--- src/rtl/display_scan_if.sv ---
// Display scan controller bus: snapshot inputs and decoder-facing outputs.
interface display_scan_if;
  logic [7:0] operand_a;
  logic [7:0] operand_b;
  logic [7:0] result;
  logic       show_result;
  logic       load;
  logic [3:0] digit_idx;
  logic [3:0] nibble;
  logic       position;
  logic       frame_done;

  modport master (
    output operand_a, operand_b, result, show_result, load,
    input  digit_idx, nibble, position, frame_done
  );

  modport slave (
    input  operand_a, operand_b, result, show_result, load,
    output digit_idx, nibble, position, frame_done
  );
endinterface

--- src/rtl/display_scan_ctrl.sv ---
// Seven-segment scan controller: walks the lit digits of the committed mode,
// dwelling DWELL cycles on each, and shows tear-free operand/result snapshots.
module display_scan_ctrl #(
  parameter int DWELL = 100_000,
  parameter int CNT_W = 17
) (
  input logic           clk,
  input logic           reset,
  display_scan_if.slave bus
);

  typedef enum logic [2:0] {SL0, SL1, SL4, SL5, SL6, SL7} slot_t;

  slot_t            slot_q, slot_d;
  logic [CNT_W-1:0] cnt_q;
  logic             adv, bnd;
  logic [7:0]       act_a, act_b, act_r;
  logic [7:0]       pnd_a, pnd_b, pnd_r;
  logic [7:0]       nxt_a, nxt_b, nxt_r;
  logic             pnd_vld;
  logic [3:0]       dig_d, nib_d;
  logic [3:0]       dig_q, nib_q;
  logic             pos_q, fd_q;

  // Slot advances when the dwell count expires; a frame wraps out of slot 5 or 7.
  assign adv = (cnt_q == CNT_W'(DWELL - 1));
  assign bnd = adv && (slot_q == SL5 || slot_q == SL7);

  // Slot state register.
  always_ff @(posedge clk or negedge reset) begin
    if (!reset) slot_q <= SL0;
    else        slot_q <= slot_d;
  end

  // Next slot; the mode request is only honoured at the frame wrap.
  always_comb begin
    slot_d = slot_q;
    if (adv) begin
      case (slot_q)
        SL0:     slot_d = SL1;
        SL1:     slot_d = SL4;
        SL4:     slot_d = SL5;
        SL6:     slot_d = SL7;
        default: slot_d = bus.show_result ? SL6 : SL0;
      endcase
    end
  end

  // Dwell counter, 0..DWELL-1.
  always_ff @(posedge clk or negedge reset) begin
    if (!reset)   cnt_q <= '0;
    else if (adv) cnt_q <= '0;
    else          cnt_q <= cnt_q + 1'b1;
  end

  // Active snapshot for the next cycle: a load in the wrap cycle beats pending.
  always_comb begin
    nxt_a = act_a;
    nxt_b = act_b;
    nxt_r = act_r;
    if (bnd && bus.load) begin
      nxt_a = bus.operand_a;
      nxt_b = bus.operand_b;
      nxt_r = bus.result;
    end else if (bnd && pnd_vld) begin
      nxt_a = pnd_a;
      nxt_b = pnd_b;
      nxt_r = pnd_r;
    end
  end

  // Active and pending snapshots; the last load before the wrap wins.
  always_ff @(posedge clk or negedge reset) begin
    if (!reset) begin
      {act_a, act_b, act_r} <= '0;
      {pnd_a, pnd_b, pnd_r} <= '0;
      pnd_vld               <= 1'b0;
    end else begin
      {act_a, act_b, act_r} <= {nxt_a, nxt_b, nxt_r};
      if (bus.load && !bnd) begin
        {pnd_a, pnd_b, pnd_r} <= {bus.operand_a, bus.operand_b, bus.result};
        pnd_vld               <= 1'b1;
      end else if (bnd) begin
        pnd_vld <= 1'b0;
      end
    end
  end

  // Digit index and nibble of the slot being entered, from the next snapshot.
  always_comb begin
    dig_d = 4'd0;
    nib_d = nxt_a[7:4];
    case (slot_d)
      SL1:     begin dig_d = 4'd1; nib_d = nxt_a[3:0]; end
      SL4:     begin dig_d = 4'd4; nib_d = nxt_b[7:4]; end
      SL5:     begin dig_d = 4'd5; nib_d = nxt_b[3:0]; end
      SL6:     begin dig_d = 4'd6; nib_d = nxt_r[7:4]; end
      SL7:     begin dig_d = 4'd7; nib_d = nxt_r[3:0]; end
      default: begin dig_d = 4'd0; nib_d = nxt_a[7:4]; end
    endcase
  end

  // Registered outputs, updated together on each slot advance.
  always_ff @(posedge clk or negedge reset) begin
    if (!reset) begin
      dig_q <= 4'd0;
      nib_q <= 4'd0;
      pos_q <= 1'b0;
      fd_q  <= 1'b0;
    end else begin
      fd_q <= bnd;
      if (adv) begin
        dig_q <= dig_d;
        nib_q <= nib_d;
        pos_q <= bnd ? bus.show_result : pos_q;
      end
    end
  end

  assign bus.digit_idx  = dig_q;
  assign bus.nibble     = nib_q;
  assign bus.position   = pos_q;
  assign bus.frame_done = fd_q;

endmodule

--- src/flat_wrapper.sv ---
// flat-port wrapper written by rule: the top's interface ports become plain ports
module display_scan_ctrl_flat 
#(
  parameter int DWELL = 100_000,
  parameter int CNT_W = 17
)
  (clk, reset, bus_operand_a, bus_operand_b, bus_result, bus_show_result, bus_load, bus_digit_idx, bus_nibble, bus_position, bus_frame_done);
  display_scan_if bus_i ();
  input logic clk;
  input logic reset;
  input wire logic [$bits(bus_i.operand_a)-1:0] bus_operand_a;
  input wire logic [$bits(bus_i.operand_b)-1:0] bus_operand_b;
  input wire logic [$bits(bus_i.result)-1:0] bus_result;
  input wire logic [$bits(bus_i.show_result)-1:0] bus_show_result;
  input wire logic [$bits(bus_i.load)-1:0] bus_load;
  output wire logic [$bits(bus_i.digit_idx)-1:0] bus_digit_idx;
  output wire logic [$bits(bus_i.nibble)-1:0] bus_nibble;
  output wire logic [$bits(bus_i.position)-1:0] bus_position;
  output wire logic [$bits(bus_i.frame_done)-1:0] bus_frame_done;
  assign bus_i.operand_a = bus_operand_a;
  assign bus_i.operand_b = bus_operand_b;
  assign bus_i.result = bus_result;
  assign bus_i.show_result = bus_show_result;
  assign bus_i.load = bus_load;
  assign bus_digit_idx = bus_i.digit_idx;
  assign bus_nibble = bus_i.nibble;
  assign bus_position = bus_i.position;
  assign bus_frame_done = bus_i.frame_done;
  display_scan_ctrl #(.DWELL(DWELL), .CNT_W(CNT_W)) u_core (.clk(clk), .reset(reset), .bus(bus_i));
endmodule
--- config.mk ---
export PLATFORM = sky130hd
export DESIGN_NAME = display_scan_ctrl_flat
export DESIGN_NICKNAME = d
export VERILOG_FILES = /design/src/rtl/display_scan_if.sv /design/src/rtl/display_scan_ctrl.sv /design/src/flat_wrapper.sv
export SDC_FILE = /design/constraint.sdc
export NUM_CORES = 1
export LEC_CHECK = 0
export CORE_ASPECT_RATIO = 1.2
export CORE_MARGIN = 5
export CORE_UTILIZATION = 61
export DETAILED_ROUTE_END_ITERATION = 8
export GPL_ROUTABILITY_DRIVEN = 1
export PLACE_DENSITY = 0.89
export SLEW_MARGIN = 10
export SYNTH_ARGS = -nofsm -noshare
export SYNTH_HDL_FRONTEND = slang
export SYNTH_SLANG_ARGS = --single-unit
export TNS_END_PERCENT = 30
--- constraint.sdc ---
create_clock -name clk -period 6.2 [get_ports clk]
set_input_delay 0.93 -clock clk [delete_from_list [all_inputs] [get_ports clk]]
set_output_delay 0.93 -clock clk [all_outputs]
set_load 0.05 [all_outputs]
* Yosys cells after proc, flatten, opt, wreduce, memory -nomap -nowiden
Index checks and enable logic that the tools add are counted.
Word-level totals: bits in registers 79, logic and storage cells 48
Operators by class: add/sub/neg operators 1, equality and inequality tests 11, muxes and demuxes 14, reduce and logical (&&, ||, !) cells 9
Operator list (number):
- $mux 8 | 6
- $pmux 4 s5 | 1
- $add 17x1->17 const B | 1
- $eq 17x17->1 const B | 1
- $mux 17 | 1
- $pmux 3 s5 | 1
- $eq 3x2->1 const B | 4
- $eq 3x3->1 const B | 4
- $pmux 3 s4 | 1
- $eq 3x1->1 const B | 2
- $mux 3 | 2
- $logic_and 1x1->1 | 4
- $logic_not 3->1 | 1
- $mux 1 | 2
- $reduce_and 2->1 | 1
- $reduce_bool 2->1 | 1
- $logic_not 1->1 | 1
- $logic_or 1x1->1 | 1

* Logic depth before layout (Yosys ltp)
word-level depth 7, gate-level depth with buffers 11

* Least setup slack after synthesis
No wires, ideal clock.
path type reg2reg, from reg u_core.cnt_q[12], to reg u_core.pnd_b[4], arrival time 2.408 ns, required time 6.075 ns, setup slack 3.667 ns, cell stages (with the launch flop) 8, buffers on the path 2, cells stage by stage dfrtp_1 -> or4b_4 -> nor4_4 -> nand2_1 -> buf_2 -> nand2_1 -> buf_4 -> mux2_2
On the way: word-level cells in the longest chain between the ends 4
RTL lines:
- from (decl) | line display_scan_ctrl.sv:15 | logic [CNT_W-1:0] cnt_q;
- from (signal assigned) | line display_scan_ctrl.sv:53 | else cnt_q <= cnt_q + 1'b1;
- $eq 17x17->1 | line display_scan_ctrl.sv:26 | assign adv = (cnt_q == CNT_W'(DWELL - 1));
- $logic_and 1x1->1 | line display_scan_ctrl.sv:27 | assign bnd = adv && (slot_q == SL5 || slot_q == SL7);
- $logic_not 1->1 | line display_scan_ctrl.sv:80 | if (bus.load && !bnd) begin
- $logic_and 1x1->1 | line display_scan_ctrl.sv:80
- to (signal assigned) | line display_scan_ctrl.sv:81 | {pnd_a, pnd_b, pnd_r} <= {bus.operand_a, bus.operand_b, bus.result};
- to (decl) | line display_scan_ctrl.sv:18 | logic [7:0] pnd_a, pnd_b, pnd_r;
Every way passes these cells. A chain may end at the register's enable or synchronous reset.

* Final worst setup path
from reg u_core.cnt_q[12], to reg u_core.pnd_b[7]
Same word-level chain as after synthesis.

==> qor.yml <==
yosys:
  yosys-top-cells-area: "dfrtp_1 50%, nor2_1 4.9%, mux2_1 4.7%"
  syn_inst: 383
  avgSynthCellArea_um2: 10.1
  synth_edf_count: 0
  async_flop_share_pct: 100
  syn-cell-area_um2: 3870
  synth-main-ff-cell: "dfrtp_1"
  ys_types: 56
  seq_area_frac_synth_pct: 50.4
  synth_warnings: 0
  synth_area_leader_cell: "dfrtp_1"
  synth_top_area_share_pct: 50.4
  ys_seq_elements: 78
  syn-num-nets: 412
clock_tree:
  cts_max_level: 3
  post-cts-setup-buffer-count: 0
  clkTransAtPathRegs_ps: 80
  root_buffer: "clkbuf_8"
  cts_buffer_depth: 2
  cts_tree: "yes"
  clock_sinks: 78
  numCtsBuffers: 9
  clk_latency_ps: 350
  cts_resized: 0
  ctsHoldBuffers: 0
pwr:
  internal-power_uw: 757
  p_leak_uw: 0.00190
  pwr-share-seq_pct: 55.0
  p_per_area_nw_per_um2: 220
  p_sw_share_pct: 22.7
  ir_drop_uv: 134
  switchingPower_uw: 222
  comb_power_share_pct: 6.5
  power_frac_clock_pct: 38.5
hold_path:
  worstHoldStart: "u_core.cnt_q[0]"
  min_path_cells: 1
  hold_class: "reg2reg"
setup_path:
  end_kind: "register"
  critPathKind: "reg2reg"
  cp.arrival_ps: 3680
  cp-start-kind: "register"
  worstReg2RegStart: "u_core.cnt_q[12]"
  reg2reg_depth: 5
  cp-startpoint: "u_core.cnt_q[12]"
  crit_required_ps: 6430
  path_max_fanout: 24
detailed_routing:
  drc: 0
  via_per_inst: 6.24
  drtIter0Drc: 318
  wl_per_cell_um: 18.6
  routed_wl_um: 9260
  dr.pass1.iters: 5
  vias: 3116
  antenna_left: 0
sta:
  max_freq_mhz: 290
  hold_viol_final: 0
  drv_slew: 0
  tightest_slew_ps: 1160
  min_period_over_period_pct: 55.6
  slew_headroom_pct: 22.4
  final.min_clock_period_ps: 3450
  fin_skew_ps: 6.41
  setup_viol: 0
  holdWs_ps: 486
  rsz0062_at_grt: "false"
  fin_setup_tns_ps: 0
global_routing:
  antenna_found_initial: 0
  gr-total-overflow: 0
  grt.total_usage_pct: 25.1
  grt_pass1_wl_um: 15400
  grt_pass1_vias: 3152
  grt_max_degree: 79
final_layout:
  drive_gt1_share_pct: 9.35
  final_cell_mix: "78 x dfrtp_1, 51 x nor2_1, 35 x clkdlybuf4s50_1"
  layout_commonest_cell: "dfrtp_1"
  syn_to_final_growth_pct: 14.8
  final_nets: 441
  nFillCells: 461
  diodes: 0
floorplanning:
  dieArea_um2: 8050
  io_pins: 38
  chipWidth_um: 82.7
  row_count: 31
  fp.dieH_um: 97.3
  core_area_um2: 6130
  initial_core_util_pct: 63.2
placed_design:
  dp_hpwl_um: 6440
  io_buffers: 36
  gp_congestion: 0.893
run:
  cap_violations: 0
status:
  outcome: "finished clean"
[power by group through the flow]
| stage | Clock [µW] | Sequential (µW) | Combinational, µW |
|---|---|---|---|
| final | 377 | 538 | 63.6 |
| after global routing | 401 | 540 | 69.9 |
| after CTS | 382 | 538 | 64.3 |
| after detailed placement | 0 | 548 | 63.9 |
| after global placement | 0 | 547 | 61.1 |
| after floorplan | 0 | 544 | 28.6 |
[area by class of cell]
cell class | count | area (µm²) | share of cell area, %
Sequential cell | 78 | 1950 | 43.9
Timing Repair Buffer | 37 | 365 | 8.22
Tap cell | 82 | 103 | 2.31
Inverter | 11 | 41.3 | 0.929
Multi-Input combinational cell | 275 | 1790 | 40.3
Clock inverter | 3 | 43.8 | 0.985
Clock buffer | 13 | 149 | 3.35
[routing by layer]
layer	vias up	GRT usage (%)	part of all wire, %
li1	1424	-	-
met2	135	39.6	52
met3	23	4.64	6.0
met5	-	0	0
met4	0	12.7	2.6
met1	1534	32.4	40
[worst max-delay path, stage by stage, from the launching register on]
cell,delay [ps]
dfrtp_1,430
or4b_4,620
nor4_4,460
nand2_1,400
nand2_1,990
mux2_2,430
[final timing paths]
path / to / slack [ps]
setup reg to reg: u_core.pnd_b[7] / 2750
hold / removal: u_core.cnt_q[0] / 490
min in group asynchronous: u_core.pnd_a[3] / 720
hold reg to reg: u_core.cnt_q[0] / 490
setup / recovery: u_core.pnd_b[7] / 2750
max in group asynchronous: u_core.cnt_q[13] / 4850
[kinds of logic after synthesis]
kind of cell	share of synthesized area, %
AOI/OAI and AO/OA	13.4
buffers and inverters	3.33
adders and majority gates	0.581
other	0.0968
DFF	50.4
xor gates and xnor gates	3.84
muxes	9.04
and+or+nand+nor	19.3
[state kept, by name, summed over array words and instances, names as in the netlist]
signal,cells
u_core.cnt_q,17
u_core.pnd_a,8
u_core.pnd_b,8
u_core.slot_q,3
u_core.bus.digit_idx,3
u_core.bus.frame_done,1
u_core.bus.position,1
u_core.act_r,8
u_core.pnd_vld,1
u_core.bus.nibble,4
u_core.act_b,8
u_core.pnd_r,8
u_core.act_a,8
[through the flow]
stage | util, % | power (µW) | std cells | setup slack, ps | cell area (µm²)
2_1_floorplan | - | 573 | 383 | 3670 | 3870
3_3_place_gp | 69.4 | 608 | 483 | 2790 | 4250
3_5_place_dp | 69.4 | 612 | 483 | 2760 | 4250
4_1_cts | 72.6 | 985 | 499 | 2780 | 4450
5_1_grt | 72.6 | 1010 | 499 | 2610 | 4450
6_report | 72.6 | 979 | 499 | 2750 | 4450
[cell usage after synthesis (8+ instances only)]
library cell  number
a21oi_1           22
mux2i_1            8
dfrtp_1           78
o22ai_1           17
mux2_2             8
inv_1             10
xnor2_1            8
nor2_1            51
nand3_1           13
mux2_1            16
xor2_1             9
nand2_1           33
clkbuf_1          11
Power figures use the tool's default switching activity.
